`src/rtl/execute_memory_reg.sv`:
```
// E->M pipeline register and condition-code register for the pipelined Y86-64 core.
// Captures execute results for the memory stage and holds the ZF/SF/OF flags fed back to execute.
module execute_memory_reg #(
    parameter int unsigned WIDTH = 64,
    parameter logic [3:0]  RNONE = 4'hF,
    parameter logic [3:0]  INOP  = 4'h1,
    parameter logic [2:0]  SAOK  = 3'd1
) (
    input  logic             clk,
    input  logic             rst,
    input  logic             M_stall,
    input  logic             M_bubble,
    input  logic [2:0]       e_stat,
    input  logic [3:0]       e_icode,
    input  logic             e_cnd,
    input  logic [WIDTH-1:0] e_valE,
    input  logic [WIDTH-1:0] e_valA,
    input  logic [3:0]       e_dstE,
    input  logic [3:0]       e_dstM,
    input  logic             e_set_cc,
    input  logic             e_zf,
    input  logic             e_sf,
    input  logic             e_of,
    input  logic [2:0]       m_stat,
    input  logic [2:0]       W_stat,
    output logic [2:0]       M_stat,
    output logic [3:0]       M_icode,
    output logic             M_cnd,
    output logic [WIDTH-1:0] M_valE,
    output logic [WIDTH-1:0] M_valA,
    output logic [3:0]       M_dstE,
    output logic [3:0]       M_dstM,
    output logic             cc_zf,
    output logic             cc_sf,
    output logic             cc_of
);

    typedef struct packed {
        logic [2:0]       stat;
        logic [3:0]       icode;
        logic             cnd;
        logic [WIDTH-1:0] valE;
        logic [WIDTH-1:0] valA;
        logic [3:0]       dstE;
        logic [3:0]       dstM;
    } m_reg_t;

    typedef struct packed {
        logic zf;
        logic sf;
        logic of;
    } cc_t;

    localparam m_reg_t BUBBLE = '{
        stat:  SAOK,
        icode: INOP,
        cnd:   1'b0,
        valE:  '0,
        valA:  '0,
        dstE:  RNONE,
        dstM:  RNONE
    };
    localparam cc_t CC_RESET = '{zf: 1'b1, sf: 1'b0, of: 1'b0};

    m_reg_t m_q;
    m_reg_t e_fields;
    cc_t    cc_q;
    logic   cnd_clean;
    logic   cc_en;

    // cnd is only meaningful for cmov/jXX; anything other than a clean 1 is stored as 0
    assign cnd_clean = (e_cnd === 1'b1);

    always_comb begin
        e_fields       = BUBBLE;
        e_fields.stat  = e_stat;
        e_fields.icode = e_icode;
        e_fields.cnd   = cnd_clean;
        e_fields.valE  = e_valE;
        e_fields.valA  = e_valA;
        e_fields.dstE  = e_dstE;
        e_fields.dstM  = e_dstM;
    end

    // Exceptions in M or W freeze the flags so a faulting older instruction hides later OPq effects
    assign cc_en = e_set_cc && (m_stat == SAOK) && (W_stat == SAOK) && !M_stall;

    always_ff @(posedge clk or posedge rst) begin
        if (rst) begin
            m_q <= BUBBLE;
        end else if (!M_stall) begin
            m_q <= M_bubble ? BUBBLE : e_fields;
        end
    end

    always_ff @(posedge clk or posedge rst) begin
        if (rst) begin
            cc_q <= CC_RESET;
        end else if (cc_en) begin
            cc_q <= '{zf: e_zf, sf: e_sf, of: e_of};
        end
    end

    assign M_stat  = m_q.stat;
    assign M_icode = m_q.icode;
    assign M_cnd   = m_q.cnd;
    assign M_valE  = m_q.valE;
    assign M_valA  = m_q.valA;
    assign M_dstE  = m_q.dstE;
    assign M_dstM  = m_q.dstM;
    assign cc_zf   = cc_q.zf;
    assign cc_sf   = cc_q.sf;
    assign cc_of   = cc_q.of;

endmodule

```
`config.mk`:
```
export PLATFORM = sky130hd
export DESIGN_NAME = execute_memory_reg
export DESIGN_NICKNAME = d
export VERILOG_FILES = /design/src/rtl/execute_memory_reg.sv
export SDC_FILE = /design/constraint.sdc
export NUM_CORES = 1
export LEC_CHECK = 0
export ABC_AREA = 1
export CAP_MARGIN = 15
export CORE_MARGIN = 8
export CORE_UTILIZATION = 34
export CTS_CLUSTER_DIAMETER = 80
export DETAILED_ROUTE_END_ITERATION = 8
export GPL_TIMING_DRIVEN = 0
export PLACE_DENSITY = 0.76
export SETUP_SLACK_MARGIN = 0.05
export SLEW_MARGIN = 20
export SYNTH_ARGS = -nofsm -noshare
export SYNTH_HDL_FRONTEND = slang
export SYNTH_SLANG_ARGS = --single-unit
export TNS_END_PERCENT = 1
```
`constraint.sdc`:
```
create_clock -name clk -period 4.6 [get_ports clk]
set_input_delay 0.46 -clock clk [delete_from_list [all_inputs] [get_ports clk]]
set_output_delay 0.46 -clock clk [all_outputs]
set_load 0.03 [all_outputs]
```
==> key figures, run 1 <==
Run status
  • Status: finished, final reports clean

Placement
  • Cell Area, Placed: 8530 um^2
  • Pre-CTS setup slack: 2780 ps
  • DP Wirelength: 14.0 mm
  • IO buf count: 303
  • Global placement routability congestion: 0.792

Floorplan
  • CORE AREA: 15100 um^2
  • Chip width: 140 um
  • Die Height: 140 um
  • Num ports: 305
  • Total Die Area: 19600 um^2
  • Initial Util: 0.346
  • Core Rows: 45

Synth
  • Yosys top cell by area: dfrtp_1
  • Most common library cells after synthesis: 136 x dfrtp_1, 134 x a22o_1, 15 x buf_2
  • YS warnings: 0
  • Post-synth cell types: 15
  • Asr flop ratio synth: 1.00
  • Synth top area cells: dfrtp_1 65%, a22o_1 22%, dfstp_2 5.5%, o22a_1 1.7%, buf_2 1.4%
  • Synth top area share: 0.651
  • EDFF count, synth: 0
  • Most common cell in the synthesized netlist: dfrtp_1
  • Synth Instances: 345
  • Syn Nets: 503
  • Cell Area, Synth: 5230 um^2
  • Sequential share of the synthesized area: 0.707
  • Top_reg_cell synth: dfrtp_1
  • Yosys reg bits: 147
  • Syn avg cell area: 15.1 um^2

Setup path
  • Slowest cell on the critical path: clkdlybuf4s50_1
  • Crit-path leading delay family: buffers and inverters
  • CP max FO: 2
  • Worst r2r path cells: 1
  • CP max stage delay: 710 ps
  • Critical path capture point type: primary output
  • Worst path bufs/invs: 1
  • Data arrival time of the worst path: 1650 ps
  • CP Class: flip-flop to primary output
  • CP Depth: 1
  • Worst Path Required: 4140 ps
  • CP Cell Sequence: clkdlybuf4s50_1
  • Startpoint types: flip-flop

Clock tree
  • Post-CTS Setup Inserts: 0
  • Max H-tree Level: 4
  • Post-cts sizing count: 0
  • CTS root buf: clkbuf_16
  • CTS tree: yes
  • CTS Hold Bufs: 0
  • Sink Count: 147
  • Clk pin slew, worst setup/hold paths: 60 ps
  • Longest Clk Path Bufs: 2
  • Num CTS Buffers: 17
  • Clk_lat worst skew: 400 ps

Timing
  • Worst slew pin tran: 514 ps
  • Rel. slew slack: 0.658
  • Fin crit period: 2110 ps
  • Fmax: 0.475 GHz
  • Setup Skew: 0 ps
  • Final Hold Vio Count: 0
  • RSZ-0062 raised after global routing: no
  • Fin crit share: 0.458
  • Pins Over Slew Limit: 0
  • Final setup viols: 0
  • Post-route setup slack: 2490 ps

Min path
  • Hold Crit Class: input port to async pin

Power and ir drop
  • Static leakage power: 4.06 nW
  • Design Power: 3.61 mW
  • Power Dens Cells: 395 nW/um^2
  • Max IR drop VDD: 0.274 mV

Final layout
  • Area delta synth->final: 74.7%
  • Number of fill cells: 1177
  • Share of cells above drive strength 1: 0.100
  • Reg area: 3690 um^2
  • Ant. Diodes: 0
  • Fin nets: 826
  • Cell area after layout: 9130 um^2
  • Multi-input gate area: 1350 um^2

GRT
  • GRT Total Usage: 0.180
  • Largest net degree at the start of global routing: 77
  • Antenna violations before repair: 0
  • Total grt overflow: 0
  • Most Crowded Layer GR: met2
  • M3 GR Usage: 0.0863
  • First-pass GRT wire length: 27.7 mm
  • Vias in the first global route: 4804
  • Met2 usage: 0.312
  • Met1 Usage GRT: 0.198

Detailed routing
  • DRT Pass-1 Iters: 6
  • Number of remaining DRC errors: 0
  • Via count: 4329
  • Drt initial violations: 189
  • Final ANT Viol Nets: 0
  • DR WL/cell: 20.7 um
  • Avg Vias per Cell: 4.99
  • Post-Route WL: 18.0 mm

Flow run
  • Max cap viols: 0
## report_power, final
part	leakage, nW	internal, mW	switching [mW]
clock network	0.292	0.865	0.535
registers	1.89	1.40	0.0594
logic	1.88	0.369	0.382
## cells by family after synthesis
| kind of cell | share of synthesized area |
|---|---|
| flops | 0.707 |
| buf+inv | 0.0359 |
| compound gates | 0.241 |
| simple gates | 0.0160 |
## registers in the layout, summed over array words and instances, names as in the netlist, 3 cells and up
name,cells
M_stat,3
M_valE,64
M_icode,4
M_dstE,4
M_dstM,4
M_valA,64
## metrics by stage
| stage | utilization | hold slack [ps] | TNS, ps | std cells |
|---|---|---|---|---|
| 6_report | 0.605 | 478 | 0 | 868 |
| 5_1_grt | 0.605 | 495 | 0 | 868 |
| 4_1_cts | 0.605 | 480 | 0 | 868 |
| 3_5_place_dp | 0.565 | 469 | 0 | 837 |
| 3_3_place_gp | 0.563 | 454 | -201270 | 836 |
| 2_1_floorplan | - | 522 | 0 | 345 |
## cell type report
cell class	count	area share
buffer	30	0.0177
timing repair buffer	304	0.335
multi-input combinational	161	0.147
clock buffer	18	0.0481
clock inverter	13	0.0175
inverter	7	0.00370
sequential	147	0.405
tap	188	0.0258
## path summary, 6_finish.rpt
| path | from | end | slack [ps] |
|---|---|---|---|
| max | M_dstM[0]$_DFFE_PP1N_ | M_dstM[0] | 2490 |
| min | rst | M_valA[46]$_DFFE_PP0N_ | 480 |
| max reg2reg | M_valE[14]$_DFFE_PP0N_ | M_valE[14]$_DFFE_PP0N_ | 3840 |
| min reg2reg | cc_zf$_DFFE_PP1P_ | cc_zf$_DFFE_PP1P_ | 480 |
| max in group asynchronous | rst | M_valA[2]$_DFFE_PP0N_ | 3360 |
| min in group clk | cc_zf$_DFFE_PP1P_ | cc_zf$_DFFE_PP1P_ | 480 |
## routing by layer
| metal | share of wire | routed length (um) |
|---|---|---|
| met1 | 0.39 | 7030 |
| met2 | 0.49 | 8890 |
| met3 | 0.11 | 1950 |
| met4 | 0.0068 | 122 |
| met5 | 0 | 0 |
## layout by cell type, fill, tap and decap left out, drive strengths merged
cell type / synthesis / routed
a22o: 134 / 134
buf: 23 / 24
bufinv: 0 / 3
clkbuf: 7 / 25
clkdlybuf4s50: 0 / 303
clkinv: 0 / 7
clkinvlp: 0 / 2
dfrtp: 136 / 136
dfstp: 11 / 11
inv: 7 / 8
nand2: 11 / 11
nand3: 3 / 3
nor2: 3 / 3
o22a: 10 / 10
Note: power is estimated with default switching activity, not from simulation.
==> inputs of run 2 (changes only) <==
--- a/config.mk
+++ b/config.mk
@@ -8,11 +8,11 @@
 export ABC_AREA = 1
 export CAP_MARGIN = 15
 export CORE_MARGIN = 8
-export CORE_UTILIZATION = 34
+export CORE_UTILIZATION = 38
 export CTS_CLUSTER_DIAMETER = 80
 export DETAILED_ROUTE_END_ITERATION = 8
 export GPL_TIMING_DRIVEN = 0
-export PLACE_DENSITY = 0.76
+export PLACE_DENSITY = 0.81
 export SETUP_SLACK_MARGIN = 0.05
 export SLEW_MARGIN = 20
 export SYNTH_ARGS = -nofsm -noshare
==> constraint.sdc (replaced) <==
create_clock -name clk -period 2 [get_ports clk]
set_input_delay 0.2 -clock clk [delete_from_list [all_inputs] [get_ports clk]]
set_output_delay 0.2 -clock clk [all_outputs]
set_load 0.03 [all_outputs]
==> key figures, run 2 (same netlist as run 1, synthesis figures left out) <==
Power and ir drop
  • Power Dens Cells: 937 nW/um^2 (was 395 nW/um^2)
  • Design Power: 8.65 mW (was 3.61 mW)
  • Static leakage power: 4.11 nW (was 4.06 nW)
  • Max IR drop VDD: 0.465 mV (was 0.274 mV)

Detailed routing
  • Drt initial violations: 150 (was 189)
  • Avg Vias per Cell: 5.11 (was 4.99)
  • Via count: 4410 (was 4329)
  • Post-Route WL: 18.8 mm (was 18.0 mm)
  • Final ANT Viol Nets: 0 (unchanged)
  • DRT Pass-1 Iters: 4 (was 6)
  • DR WL/cell: 21.8 um (was 20.7 um)
  • Number of remaining DRC errors: 0 (unchanged)

Clock tree
  • CTS tree: yes (unchanged)
  • CTS root buf: clkbuf_16 (unchanged)
  • Longest Clk Path Bufs: 2 (unchanged)
  • Max H-tree Level: 4 (unchanged)
  • Clk pin slew, worst setup/hold paths: 60 ps (about the same)
  • Sink Count: 147 (unchanged)
  • Clk_lat worst skew: 420 ps (was 400 ps)
  • Post-CTS Setup Inserts: 0 (unchanged)
  • Post-cts sizing count: 0 (unchanged)
  • Num CTS Buffers: 17 (unchanged)
  • CTS Hold Bufs: 0 (unchanged)

Timing
  • Pins Over Slew Limit: 0 (unchanged)
  • Rel. slew slack: 0.565 (was 0.658)
  • Worst slew pin tran: 652 ps (was 514 ps)
  • RSZ-0062 raised after global routing: no (unchanged)
  • Fmax: 0.543 GHz
  • Final Hold Vio Count: 0 (unchanged)
  • Final hold slack: 228 ps (was 478 ps)
  • Fin crit share: 0.922
  • Setup Skew: 0 ps (unchanged)
  • Final setup viols: 0 (unchanged)
  • Post-route setup TNS: 0 ps (unchanged)
  • Fin crit period: 1840 ps

Setup path
  • Critical path capture point type: primary output (unchanged)
  • Worst path bufs/invs: 1 (unchanged)
  • R2R Path End: M_valE[31]$_DFFE_PP0N_ (was M_valE[14]$_DFFE_PP0N_)
  • Worst r2r path cells: 1 (unchanged)
  • RR Startpoint: M_valE[31]$_DFFE_PP0N_ (was M_valE[14]$_DFFE_PP0N_)
  • Crit-path leading delay family: buffers and inverters (unchanged)
  • CP max FO: 2 (unchanged)
  • CP Cell Sequence: clkdlybuf4s50_1 (unchanged)
  • Slowest cell on the critical path: clkdlybuf4s50_1 (unchanged)
  • Data arrival time of the worst path: 1640 ps (was 1650 ps)
  • CP max stage delay: 700 ps (was 710 ps)
  • Startpoint types: flip-flop (unchanged)
  • CP Class: flip-flop to primary output (unchanged)
  • Flop2flop setup slack: 1220 ps (was 3840 ps)
  • Worst Path Required: 1800 ps (was 4140 ps)

GRT
  • Antenna violations before repair: 0 (unchanged)
  • Vias in the first global route: 4999 (was 4804)
  • First-pass GRT wire length: 29.2 mm (was 27.7 mm)
  • Total grt overflow: 0 (unchanged)
  • Largest net degree at the start of global routing: 36 (was 77)
  • GRT Total Usage: 0.211 (was 0.180)

Final layout
  • Number of fill cells: 972 (was 1177)
  • Most frequent cells in the layout: 303 x clkdlybuf4s50_1, 136 x dfrtp_1, 134 x a22o_1, 17 x clkbuf_16, 15 x buf_2 (unchanged)
  • Ant. Diodes: 0 (unchanged)
  • Core Util, Final: 0.675 (was 0.605)
  • Fin nets: 829 (was 826)
  • Share of cells above drive strength 1: 0.101 (was 0.100)
  • Area delta synth->final: 76.6% (was 74.7%)
  • Most common cell after layout, fill and taps aside: clkdlybuf4s50_1 (unchanged)

Placement
  • DP Wirelength: 14.6 mm (was 14.0 mm)
  • Global placement routability congestion: 0.798 (was 0.792)
  • IO buf count: 303 (unchanged)

Floorplan
  • Chip width: 133 um (was 140 um)
  • Die Height: 133 um (was 140 um)
  • Initial Util: 0.382 (was 0.346)
  • Total Die Area: 17800 um^2 (was 19600 um^2)
  • Num ports: 305 (unchanged)
  • Core Rows: 43 (was 45)
  • CORE AREA: 13700 um^2 (was 15100 um^2)

Run status
  • Status: finished, final reports clean (unchanged)

Min path
  • Hold Crit Class: input port to async pin (unchanged)

Flow run
  • Max cap viols: 0 (unchanged)
-- run 2: cell types whose count changed in the layout (fill, tap and decap cells not counted), sizes merged --
cell / delta
clkbuf: +2
buf: +3
inv: -2
bufinv: +3
clkinv: -3
-- run 2: how the worst max path moves through the flow --
stage	start	to	slack (ps)	cells past startpoint
4_1_cts	M_dstM[2]$_DFFE_PP1N_	M_dstM[2]	130	1
6_report	M_dstM[2]$_DFFE_PP1N_	M_dstM[2]	160	1
2_1_floorplan	rst	M_cnd$_DFFE_PP0N_	-40	1
3_3_place_gp	rst	M_valA[24]$_DFFE_PP0N_	-1230	2
3_5_place_dp	rst	M_valA[23]$_DFFE_PP0N_	440	4
5_1_grt	M_dstM[2]$_DFFE_PP1N_	M_dstM[2]	110	1
-- run 2: metrics by stage --
step	cell area, um^2	setup slack (ps)	std cells
floorplan	5230	-38.0	345
CTS	9230	133	863
detailed placement	8570	441	832
finish	9230	157	863
global route	9230	110	863
global placement	8490	-1230	828
-- run 2: where the power goes --
group / total (mW) / switching (mW) / leakage, nW / internal (mW)
Sequential: 3.36 / 0.138 / 1.89 / 3.22
Combinational: 1.75 / 0.886 / 1.90 / 0.860
Clock: 3.55 / 1.19 / 0.320 / 2.36
-- run 2: per-layer routing --
| metal | vias up | share of wire | global-route usage |
|---|---|---|---|
| li1 | 1971 | - | - |
| met1 | 2172 | 0.37 | 0.223 |
| met2 | 224 | 0.50 | 0.363 |
| met3 | 43 | 0.089 | 0.0836 |
| met4 | 0 | 0.034 | 0.0979 |
| met5 | - | 0 | 0 |
-- run 2: layout make-up --
| type | count | area (um^2) | area share |
|---|---|---|---|
| flip-flops and latches | 147 | 3690 | 0.400 |
| repair buffers | 307 | 3120 | 0.338 |
| multi-input cells | 161 | 1350 | 0.146 |
| clock buffers | 20 | 447 | 0.0484 |
| well taps | 180 | 225 | 0.0244 |
| clock inverters | 11 | 208 | 0.0225 |
| plain buffers | 30 | 161 | 0.0175 |
| inverters | 7 | 30.0 | 0.00325 |
